--- src/rtl/alu_arbiter.sv ---
// alu_arbiter
// Round-robin arbiter that shares one combinational ALU (Y, Cout <- S, A, B)
// among NREQ requesters. The winning requester's opcode and operands are
// muxed onto the ALU. The ALU's Y/Cout are registered and returned together
// with the owning requester index over a valid/ready response channel.
//
// Handshakes (both channels): a transfer happens on a rising clock edge
// where valid and ready are both 1. Once valid is raised, the source holds
// valid and its payload stable until that transfer. req_ready is combinational
// and at most one-hot. rsp_valid/rsp_id/rsp_y/rsp_cout are registered.
//
// Ports
//   clk, rst_n          clock, synchronous active-low reset
//   req_valid/ready     per-requester request handshake (NREQ bits)
//   req_op/a/b          packed per-requester opcode / operands
//   alu_s/a/b           to the external ALU (zero when nothing is granted)
//   alu_y/cout          from the external ALU
//   rsp_valid/ready     response handshake
//   rsp_id/y/cout       response payload
//
// Build option
//   ALU_ARB_PRIO_EN : requester 0 has strict priority. The other requesters
//                     share the round-robin pointer among themselves.
module alu_arbiter #(
  parameter int NREQ = 4,
  parameter int DW   = 5,
  parameter int SW   = 4,
  localparam int IW  = (NREQ > 1) ? $clog2(NREQ) : 1
) (
  input  logic             clk,
  input  logic             rst_n,
  input  logic [NREQ-1:0]  req_valid,
  output logic [NREQ-1:0]  req_ready,
  input  logic [NREQ*SW-1:0] req_op,
  input  logic [NREQ*DW-1:0] req_a,
  input  logic [NREQ*DW-1:0] req_b,
  output logic [SW-1:0]    alu_s,
  output logic [DW-1:0]    alu_a,
  output logic [DW-1:0]    alu_b,
  input  logic [DW-1:0]    alu_y,
  input  logic             alu_cout,
  output logic             rsp_valid,
  input  logic             rsp_ready,
  output logic [IW-1:0]    rsp_id,
  output logic [DW-1:0]    rsp_y,
  output logic             rsp_cout
);

  typedef enum logic {IDLE = 1'b0, BUSY = 1'b1} state_t;

  state_t          state, state_d;
  logic [IW-1:0]   rr_ptr, rr_next;
  logic [IW-1:0]   winner;
  logic [NREQ-1:0] cand;
  logic            found;
  logic            can_issue;
  logic            grant;
  logic            rr_adv;

  // Reduces (pointer + offset) modulo NREQ to a requester index.
  function automatic logic [IW-1:0] wrap_idx(input int v);
    return IW'(v % NREQ);
  endfunction

  // Arbitration and next state.
  always_comb begin
    can_issue = (state == IDLE) || (rsp_valid && rsp_ready);
    cand      = req_valid;
    found     = 1'b0;
    winner    = '0;
`ifdef ALU_ARB_PRIO_EN
    // Requester 0 is taken out of the rotation and handled as an override.
    cand[0]   = 1'b0;
`endif
    for (int k = 0; k < NREQ; k++) begin
      if (!found && cand[wrap_idx(int'(rr_ptr) + k)]) begin
        found  = 1'b1;
        winner = wrap_idx(int'(rr_ptr) + k);
      end
    end
`ifdef ALU_ARB_PRIO_EN
    if (req_valid[0]) begin
      found  = 1'b1;
      winner = '0;
    end
    // A requester-0 win leaves the rotation untouched.
    rr_adv = !req_valid[0];
`else
    rr_adv = 1'b1;
`endif
    // Gating with rst_n keeps req_ready low during reset even before the
    // state register has seen its first edge.
    grant   = rst_n && can_issue && found;
    rr_next = (int'(winner) == NREQ - 1) ? '0 : winner + IW'(1);

    state_d = state;
    case (state)
      IDLE: if (grant) state_d = BUSY;
      BUSY: begin
        if (grant)          state_d = BUSY;
        else if (rsp_ready) state_d = IDLE;
      end
      default: state_d = IDLE;
    endcase
  end

  // Grant and ALU operand mux; all zero when nothing is granted.
  always_comb begin
    req_ready = '0;
    alu_s     = '0;
    alu_a     = '0;
    alu_b     = '0;
    for (int i = 0; i < NREQ; i++) begin
      if (grant && (int'(winner) == i)) begin
        req_ready[i] = 1'b1;
        alu_s        = req_op[SW*i +: SW];
        alu_a        = req_a[DW*i +: DW];
        alu_b        = req_b[DW*i +: DW];
      end
    end
  end

  // State register.
  always_ff @(posedge clk) begin
    if (!rst_n) state <= IDLE;
    else        state <= state_d;
  end

  // Response registers and round-robin pointer.
  always_ff @(posedge clk) begin
    if (!rst_n) begin
      rsp_valid <= 1'b0;
      rsp_id    <= '0;
      rsp_y     <= '0;
      rsp_cout  <= 1'b0;
      rr_ptr    <= '0;
    end else begin
      // rsp_valid mirrors BUSY; the payload only changes on a grant, so it
      // stays stable while the consumer stalls.
      rsp_valid <= (state_d == BUSY);
      if (grant) begin
        rsp_y    <= alu_y;
        rsp_cout <= alu_cout;
        rsp_id   <= winner;
        if (rr_adv) rr_ptr <= rr_next;
      end
    end
  end

endmodule
--- config.mk ---
export PLATFORM = sky130hd
export DESIGN_NAME = alu_arbiter
export DESIGN_NICKNAME = d
export VERILOG_FILES = /design/src/rtl/alu_arbiter.sv
export SDC_FILE = /design/constraint.sdc
export NUM_CORES = 1
export LEC_CHECK = 0
export BUFFER_PORTS_ARGS = -buffer_cell sky130_fd_sc_hd__buf_2
export CORE_MARGIN = 2
export CORE_UTILIZATION = 36
export DETAILED_ROUTE_END_ITERATION = 10
export MAX_ROUTING_LAYER = met4
export PLACE_DENSITY = 0.87
export REMOVE_ABC_BUFFERS = 1
export SETUP_SLACK_MARGIN = 0.4
export SLEW_MARGIN = 20
export SYNTH_ARGS = -nofsm -noshare
export SYNTH_HDL_FRONTEND = slang
export SYNTH_SLANG_ARGS = --single-unit
--- constraint.sdc ---
create_clock -name clk -period 2.35 [get_ports clk]
set_clock_uncertainty 0.1 [all_clocks]
set_input_delay 0.47 -clock clk [delete_from_list [all_inputs] [get_ports clk]]
set_output_delay 0.47 -clock clk [all_outputs]
set_load 0.05 [all_outputs]
# ---- Word-level counts from Yosys, hierarchy flattened
# Cells that the tools add are included.
dict set report word_totals {
  reg_bits 11
  input_bits 69
  out_inout_bits 27
  word_cells 69
}
dict set report op_classes {
  n_addsub 4
  magnitude_cmp 4
  eq_ne 3
  mux 37
  n_bitwise 1
  reduce_logical 15
}
# operator count
set ops {}
lappend ops {{2-to-1 mux 5 bit} 8}
lappend ops {{2-to-1 mux 4 bit} 4}
lappend ops {{2-to-1 mux 1 bit} 15}
lappend ops {{< comparator 2 x 3 -> 1 bit (second input constant)} 4}
lappend ops {{logical AND 1 bit} 10}
lappend ops {{2-to-1 mux 2 bit} 5}
lappend ops {{binary-select mux 1 bit (select 2 bit)} 4}
lappend ops {{adder 2 x 1 -> 2 bit (second input constant)} 2}
lappend ops {{adder 2 bit (second input constant)} 2}
lappend ops {{== test 2 bit (second input constant)} 2}
lappend ops {{logical NOT 1 bit} 3}
lappend ops {{== test 2 x 1 -> 1 bit (second input constant)} 1}
lappend ops {{logical NOT 2 bit} 1}
lappend ops {{case mux 1 bit (2 select lines)} 1}
lappend ops {{logical OR 1 bit} 1}
lappend ops {{inverter 1 bit} 1}

# ---- Longest topological paths before layout
# Gate-level depths: netlist (run 1).
dict set report depth {
  word_depth 18
  mapped_depth 9
  mapped_depth_nobuf 7
}

# ---- Worst setup path after synthesis (run 1)
# OpenSTA, ideal clock, no wires.
dict set report synth_path {
  path_type {input-to-output}
  start {input port req_valid[1]}
  end {output port alu_a[0]}
  t_arrival_ps 2404
  t_required_ps 1780
  slack_ps -624
  stages 8
  path_buffers 1
  cell_sequence {a21boi_0 -> o32ai_1 -> or2_2 -> ha_1 -> inv_1 -> clkbuf_1 -> o221ai_1 -> a21oi_2}
}
dict set report synth_between {
  elab_chain_cells 18
  elab_cells_between_ends 35
  classes_between {3 x eq/ne; 20 x mux; 12 x reduce/logical}
}
# element line
set synth_lines {}
lappend synth_lines {{start, declared} 32} ;# input logic [NREQ-1:0] req_valid,
lappend synth_lines {{binary-select mux 1 bit (select 2 bit)} 76} ;# if (!found && cand[wrap_idx(int'(rr_ptr) + k)]) begin
lappend synth_lines {{2-to-1 mux 1 bit (not written as such)} 76}
lappend synth_lines {{2-to-1 mux 1 bit} 76}
lappend synth_lines {{logical NOT 1 bit} 76}
lappend synth_lines {{logical AND 1 bit} 76}
lappend synth_lines {{2-to-1 mux 1 bit} 76}
lappend synth_lines {{logical NOT 1 bit} 76}
lappend synth_lines {{logical AND 1 bit} 76}
lappend synth_lines {{2-to-1 mux 1 bit} 76}
lappend synth_lines {{logical NOT 1 bit} 76}
lappend synth_lines {{logical AND 1 bit} 76}
lappend synth_lines {{2-to-1 mux 2 bit / 2-to-1 mux 1 bit (equally long branches)} 76}
lappend synth_lines {{logical NOT 2 bit / logical AND 1 bit (equally long branches)} {114, 93}}
lappend synth_lines {{logical AND 1 bit} 114} ;# if (grant && (int'(winner) == i)) begin
lappend synth_lines {{2-to-1 mux 5 bit (3 in series)} 114}
lappend synth_lines {{2-to-1 mux 5 bit *} 114}
lappend synth_lines {{end, declared} 38} ;# output logic [DW-1:0] alu_a,
# Every way passes the cells marked *; elsewhere a longest branch is shown, timed or not. The select of a mux whose other input is x is not followed.

# ---- Final worst setup path (run 1)
dict set report layout_path {
  start {register rr_ptr[1]}
  end {output port alu_a[4]}
}
dict set report layout_between {
  elab_chain_cells 18
  elab_cells_between_ends 38
  classes_between {3 x add/sub; 3 x eq/ne; 20 x mux; 12 x reduce/logical}
}
# element line
set layout_lines {}
lappend layout_lines {{start, declared} 52} ;# logic [IW-1:0] rr_ptr, rr_next;
lappend layout_lines {{start signal, assigned} 145} ;# if (rr_adv) rr_ptr <= rr_next;
lappend layout_lines {{parallel branches: the longest is 11 deep, another holds adder 2 x 1 -> 2 bit} --}
lappend layout_lines {{2-to-1 mux 2 bit *} 76}
lappend layout_lines {{net winner[1]} 53} ;# logic [IW-1:0] winner;
lappend layout_lines {{logical NOT 2 bit} 114}
lappend layout_lines {{logical AND 1 bit} 114}
lappend layout_lines {{2-to-1 mux 5 bit (3 in series)} 114}
lappend layout_lines {{2-to-1 mux 5 bit *} 114}
# Mark *: on every way through the listed nets, which the timed path passes. The select of a mux whose other input is x is not followed.

==> flow_results.org, run 1 <==
** Status
- Result of the run :: finished with violations
- Violations in the final reports :: setup timing

** Timing
- Max-slew headroom :: 75.9%
- Time the final worst path needs with I/O delays and setup :: 2.80 ns
- Max Slew Vio Count :: 0
- Timing would allow up to 357 MHz.
- The number of hold violations in the final report was 0.
- The final critical path takes up 119% of the cycle.
- Setup violations remaining at the end of the flow were counted as 18.
- Unrepaired setup endpoints after global routing :: yes
- Once routing completed, OpenROAD measured the worst setup slack at -0.453 ns.
- Setup tns final :: -6.74 ns
- Hold Worst Slack :: 0.332 ns
- For the pin with the worst max-slew slack, the measured transition is 0.359 ns.

** Yosys
- For this run, asynchronously set or reset flops after synthesis account for 0%.
- Number of flops mapped to enable cells by yosys :: 0
- For this run, the number of Yosys warnings is 0.
- Syn_area_per_cell :: 7.64 µm²
- Synthesized flop and latch total :: 11
- Synthesis instantiated 27 different standard cells from the library.
- Cells after synthesis :: 157
- Cell area after technology mapping :: 1200 µm²
- The share of the Yosys chip area taken by registers is 18.4%.
- In the synthesized netlist the dominant register cell turns out to be dfxtp_1.

** Placement
- OpenSTA, run right after detailed placement, puts the worst setup slack at -0.640 ns.
- Cell area reported after detailed placement :: 1880 µm²
- Detailed placement ended at an HPWL of 3260 µm.
- Placer Congestion :: 0.768
- Number of I/O port buffers :: 95

** Routing
- Routed length per placed instance :: 16.6 µm
- Count of routing violations after the opening detailed-route iteration :: 118
- Post-DRT Antenna Nets :: 0
- After detailed routing, the total wire length is 5270 µm.
- DRC violations left :: 0
- In the routed layout, each cell is associated on average with a via count of 5.50.
- Detailed routing inserted a total of 1742 vias.
- Count of TritonRoute iterations in the first routing pass :: 4

** Worst setup path
- The critical path goes through nand2_4, a311oi_4, buf_4, buf_6, nor2_4, ha_4, buf_6, a21o_1, o221ai_2, a21oi_2, buf_6.
- Required time reported for the critical path endpoint :: 1.78 ns
- The slowest stage of the critical path belongs to the cell dfxtp_4.
- Arrival time of data at the critical path endpoint :: 2.23 ns
- STA classifies the critical path startpoint as a register.
- Counting stages on the worst path, the most repeated cell is buf_6.
- Reg2reg setup slack :: 0.57 ns
- Slowest cell delay on critical path :: 0.43 ns
- Critical path class :: reg -> out
- Of all nets on the critical path, the largest fanout is 6.
- The worst setup path is captured at a primary output.

** Floorplanning
- In this run the horizontal extent of the chip is 61.7 µm.
- Row generation in the floorplan step produced 20 rows.
- Die Height :: 61.7 µm
- Num ports :: 96
- The floorplan step defined a die boundary enclosing 3810 µm².
- For this configuration, the core starts out at a cell density of 38.7%.
- Placeable core area :: 3100 µm²

** CTS
- H-tree lvl count :: 1
- Clock latency on the worst-skew pair :: 0.28 ns
- The longest clock path from root to sink contains 2 buffers.
- After clock tree synthesis, the clock-pin slew on the worst setup and hold paths is 0.07 ns.
- # hold bufs at CTS :: 0
- Number of buffers created by CTS :: 3
- TritonCTS built the clock tree.
- Clock tree synthesis selected as its root buffer the cell clkbuf_4.
- Clock tree sinks :: 11

** Global routing
- First-pass GRT wire length :: 7420 µm
- Entering global routing, the biggest net connects 16 pins.
- The number of antenna violations at the first check in global routing was 0.
- Overflow left after global routing :: 0
- Global-route usage over all layers :: 26.9%
- The via count of the first global-routing pass was 1637.

** Min path
- HP Class :: in -> reg

** Pwr
- Leakage power :: 0.00120 µW
- In this run the power density over the cells is 604 nW/µm².
- The design draws 1460 µW.
- The worst-case IR drop observed on VDD is 0.000332 V.

** Run
- Reported max-cap violation count :: 0

** Final layout
- For this run, the post-layout net count is 347.
- Final Cell Area :: 2420 µm²
- The repair_antennas step left the layout with diodes totalling 0.
- Area growth syn-to-layout :: 102%
- Counting the fill cells in the layout gives 230.
- Of the cells placed in the final design, the portion with a size suffix greater than 1 is 67.8%.
Yosys cell counts, types with 2 or more instances:
master,count,area (µm²)
a21o_1,14,105
a21oi_1,2,10.0
a21oi_2,14,123
and3b_1,14,123
buf_2,3,15.0
buf_6,2,22.5
clkbuf_1,9,33.8
dfxtp_1,11,220
ha_1,4,50.1
inv_1,14,52.6
nand2_1,17,63.8
nand2b_1,2,12.5
nor2_1,7,26.3
nor2b_1,2,12.5
o211ai_1,9,67.6
o21ai_0,5,25.0
o21ai_2,2,17.5
o221ai_1,14,123
o31ai_1,3,22.5
or2_2,2,12.5
worst max-delay path: cells and delay by family, from the launching register on:
family	cells	cell delay [ns]
compound gates	4	0.68
buf+inv	4	0.53
flops	1	0.43
fa+ha+maj	1	0.17
simple gates	2	0.12
metrics by stage:
stage,util (%),instances
finish,78.1,317
global route,78.1,317
CTS,72.5,315
detailed placement,60.5,306
global placement,60.5,306
floorplan,-,143
layer usage:
metal | global-route usage (%) | wire [µm]
met1 | 30.8 | 2090
met2 | 49.3 | 2770
met3 | 1.86 | 313
met4 | 9.12 | 99
met5 | - | 0
state kept, by name, indices dropped and copies added, names as in the netlist:
| register | count |
|---|---|
| rr_ptr | 2 |
| rsp_id | 2 |
| rsp_cout | 1 |
| rsp_y | 5 |
| rsp_valid | 1 |
power breakdown:
| group | switching, µW | leakage, µW | internal, µW | total, µW |
|---|---|---|---|---|
| Combinational | 591 | 0.00109 | 508 | 1100 |
| Clock | 68.0 | 0.0000150 | 66.1 | 134 |
| Sequential | 23.0 | 0.0000922 | 207 | 230 |
cell type report:
cell class	instances	area, µm²	area share (%)
clock buffer	4	26.3	1.08
inverter	14	60.1	2.48
multi-input combinational	118	1090	45.0
sequential	11	225	9.30
tap	44	55.1	2.27
timing repair buffer	126	965	39.8
path summary, 6_finish.rpt:
check,endpoint,startpoint,depth (start not counted)
worst min-delay path,rsp_cout,alu_cout,3
worst min register to register,rsp_y[0],rsp_y[0],2
worst max register to register,rr_ptr[1],rr_ptr[1],8
worst max-delay path,alu_a[4],rr_ptr[1],11
cells in the final DEF, fill, tap and decap left out, types with 2 or more instances in the layout:
cell,n
buf_12,3
o221ai_2,14
o211ai_1,9
dfxtp_1,9
and3b_1,14
nand2_1,16
buf_6,27
clkbuf_4,3
a21o_1,14
a21oi_1,2
buf_8,2
buf_2,76
o21ai_2,2
ha_4,3
a21oi_2,14
buf_4,15
or2_4,2
nor2_2,2
inv_2,3
o31ai_1,3
nand2b_1,2
o21ai_0,5
inv_1,9
clkbuf_16,2
nor2_4,4
repair_timing:
action	in CTS	in global routing
cloned	2	2
pin swaps	9	30
setup endpoints to repair	18	18
gates resized for setup	74	34
hold endpoints to repair	0	0
buffers inserted	3	0
kinds of logic (layout without fill, tap and decap cells):
logic type,Yosys count,after routing,share of synthesized area (%)
AND/OR/NAND/NOR,46,46,22.4
multiplexers,1,1,0.834
AO/OA/AOI/OAI,67,67,43.9
flip-flops,11,11,18.4
buffers and inverters,28,144,10.3
adder cells (fa/ha/maj),4,4,4.17
(Power assumes the default switching activity.)
==> inputs of run 2 (changes only) <==
- clock period: 2.35 -> 2.3 ns (I/O delays scaled with it)
==> run 2 against run 1 <==
Cell count rose by 2.5%. The run still ends with setup timing left. Combinational power increased by 6%. Clock power grew 6%. Global-route usage rose by 3.7 points. Core utilization is 1.5 points higher. Critical endpoint is now alu_b[2]. Sequential cell count unchanged. Register-to-register slack worse by 0.91 ns. Count of clock-buffer cells in the layout stayed put. Via count up 4.0%. Sequential share of layout area shrank 0.17 points. First-iteration DRC count down 30%. Power grew 5.5%. Largest power group unchanged.
==> flow_results.org, run 2 (synthesized netlist as in run 1, its figures left out) <==
** Pwr
- The switching portion of total power came to 46.6% (about the same).
- Max rail drop VDD :: 0.000300 V (was 0.000332 V)
- Clock Power Share :: 9.2% (about the same)
- Proportion of power drawn by flip-flops and latches :: 15.2% (was 15.7%)
- Total power divided by cell area :: 625 nW/µm² (was 604 nW/µm²)
- The total chip power was 1540 µW (was 1460 µW).
- The net switching power figure came to 719 µW (was 682 µW).
- Leakage power :: 0.00123 µW (was 0.00120 µW)
- The combinational cell fraction of total power was 75.6% (was 75.1%).
- Cell-internal power :: 824 µW (was 782 µW)

** Placement
- The number of buffer cells added on primary ports came to 95 (unchanged).
- The pre-CTS setup slack is -0.593 ns (was -0.640 ns).
- The HPWL after detailed placement came to 3250 µm (was 3260 µm).
- The final weighted congestion in routability-driven placement came to 0.768 (about the same).

** Timing
- For the finished layout, the period the worst path requires is 2.84 ns.
- Unrepaired setup endpoints after global routing :: yes (unchanged)
- The worst path uses 123% of the clock period.
- The worst-case setup margin in the final layout came to -0.539 ns (was -0.453 ns).
- The final count of negative-setup-slack endpoints came to 20 (was 18).
- The count of final max-slew check failures came to 0 (unchanged).
- The worst hold margin is 0.322 ns (was 0.332 ns).
- Max-slew headroom :: 79.9% (was 75.9%)
- Static timing analysis puts the maximum clock frequency at 352 MHz.
- The worst-margin pin slew came to 0.301 ns (was 0.359 ns).
- Final Hold Fails :: 0 (unchanged)

** CTS
- Clock tree from TritonCTS :: yes (unchanged)
- Clock tree sinks :: 11 (unchanged)
- H-tree lvl count :: 1 (unchanged)
- The total CTS buffers was 3 (unchanged).
- The clock input transition at the sequential cells of the worst setup and hold paths is 0.07 ns (about the same).
- The number of buffers inserted for hold repair after clock tree synthesis was 0 (unchanged).
- The clock latency of the later-clocked register in the worst-skew pair came to 0.29 ns (was 0.28 ns).
- Number of buffers on the longest clock path :: 2 (unchanged)
- Clock tree root driver cell :: clkbuf_4 (unchanged)

** Status
- Violations in the final reports: setup timing (unchanged).
- Result of the run :: finished with violations (unchanged)

** Worst setup path
- Largest driver fanout on the critical path :: 14 (was 6)
- The reg-to-reg setup timing slack was -0.34 ns (was 0.57 ns).
- The critical path class is reg -> out (unchanged).
- The capture point of the worst reg-to-reg path is rr_ptr[0] (was rr_ptr[1]).
- The worst endpoint required time is 1.74 ns (was 1.78 ns).
- Kind of start point of the critical path :: register (unchanged)
- Arrival time of data at the critical path endpoint :: 2.28 ns (was 2.23 ns)
- Number of cells on the worst reg-to-reg path :: 16 (was 8)
- The critical path endpoint category is a primary output (unchanged).
- Reg-to-Reg Start :: rr_ptr[1] (unchanged)

** Final layout
- Util after Layout :: 79.5% (was 78.1%)
- Ant diodes :: 0 (unchanged)
- The synthesis-to-finish area growth was 106% (was 102%).
- The register containing the most flip-flops in the final layout was rsp_y (unchanged).
- Share of cells above drive strength 1 :: 68.3% (was 67.8%)
- The number of flip-flops in the largest register is 5 (unchanged).
- Commonest non-fill, non-tap cell in the layout :: buf_2 (unchanged)
- Commonest non-fill, non-tap cells in the layout: buf_2, buf_6, buf_4 (was buf_2, buf_6, nand2_1).
- Largest registers in the final layout: rsp_y: 5 flops, rr_ptr: 2 flops, rsp_id: 2 flops (unchanged).
- Post-layout nets :: 355 (was 347)

** Min path
- The worst min-delay path endpoint is rsp_y[1] (was rsp_cout).
- Source of the worst hold timing path :: alu_y[1] (was alu_cout)
- Hold path cells :: 3 (unchanged)
- The path category of the worst min-delay check is in -> reg (unchanged).

** Floorplanning
- Num ports :: 96 (unchanged)
- Placement Rows :: 20 (unchanged)
- Horizontal die dimension :: 61.7 µm (unchanged)
- Die Height :: 61.7 µm (unchanged)
- Placeable core area :: 3100 µm² (unchanged)
- The die outline area was 3810 µm² (unchanged).
- The starting density of the core is 38.7% (unchanged).

** Routing
- Average vias per placed instance :: 5.57 (was 5.50)
- The remaining routing DRC violations is 0 (unchanged).
- The via count of the routed design is 1811 (was 1742).
- Count of TritonRoute iterations in the first routing pass :: 4 (unchanged)
- Final wirelength :: 5870 µm (was 5270 µm)
- The number of violations reported at the end of detailed-routing iteration 0 came to 83 (was 118).
- The average wire length per cell after detail routing is 18.1 µm (was 16.6 µm).
- Post-DRT Antenna Nets :: 0 (unchanged)

** Global routing
- First-pass GRT wire length :: 8160 µm (was 7420 µm)
- The overall global routing resource usage came to 30.6% (was 26.9%).
- Antenna violations before repair :: 0 (unchanged)
- Maximum number of pins on one net before global-route repair :: 16 (unchanged)
- The via count of the first global-routing pass came to 1795 (was 1637).
- The global-route congestion overflow total came to 0 (unchanged).

** Run
- The max-capacitance violation count was 0 (unchanged).
run 2: stage by stage:
stage               setup TNS (ns)  cell area, µm²  std cells
finish                       -8.82            2470        325
global route                -11.34            2470        325
CTS                          -6.95            2420        324
detailed placement           -9.15            1880        306
global placement             -8.52            1880        306
floorplan                   -11.48            1130        143
run 2: what timing repair did:
item | in CTS | in global routing
gates cloned | 2 | 1
buffers inserted | 12 | 0
resized for setup | 95 | 12
pin swaps | 15 | 17
endpoints found under the setup margin | 18 | 20
run 2: metal layers:
metal  GRT usage, %  part of all wire, %
met2           53.8                   51
met5              -                    0
met3           4.55                  7.1
met4           21.6                  5.1
met1           30.8                   37
run 2: area by class of cell:
type                       count  area [µm²]
clock buffer                   4        26.3
fill                         196         636
inverter                      14        55.1
multi-input combinational    118        1080
sequential                    11         225
tap                           44        55.1
timing repair buffer         134        1020
run 2: how the worst max path moves through the flow:
stage	start	end	slack, ns	cells after the start
finish	rr_ptr[1]	alu_b[2]	-0.54	9
detailed placement	req_valid[2]	alu_b[0]	-0.59	10
global route	rr_ptr[1]	alu_b[2]	-0.67	9
global placement	req_valid[2]	alu_s[0]	-0.56	10
CTS	rr_ptr[1]	alu_a[0]	-0.44	9
floorplan	req_valid[2]	req_ready[2]	-0.67	6
run 2: power groups by stage:
stage | clock, µW | sequential (µW) | combinational [µW]
6_report | 142 | 234 | 1170
5_1_grt | 154 | 237 | 1230
4_1_cts | 137 | 231 | 1100
3_5_place_dp | 0 | 229 | 791
3_3_place_gp | 0 | 227 | 778
2_1_floorplan | 0 | 271 | 471
run 2: critical path, cell delays in order, from the launching register on:
cell and delay, ns:
dfxtp_4 0.43, mux2i_2 0.27, nor2_2 0.09, nor2_2 0.21
buf_4 0.17, ha_4 0.14, buf_4 0.21, nand2_1 0.10
a21oi_2 0.18, buf_6 0.18
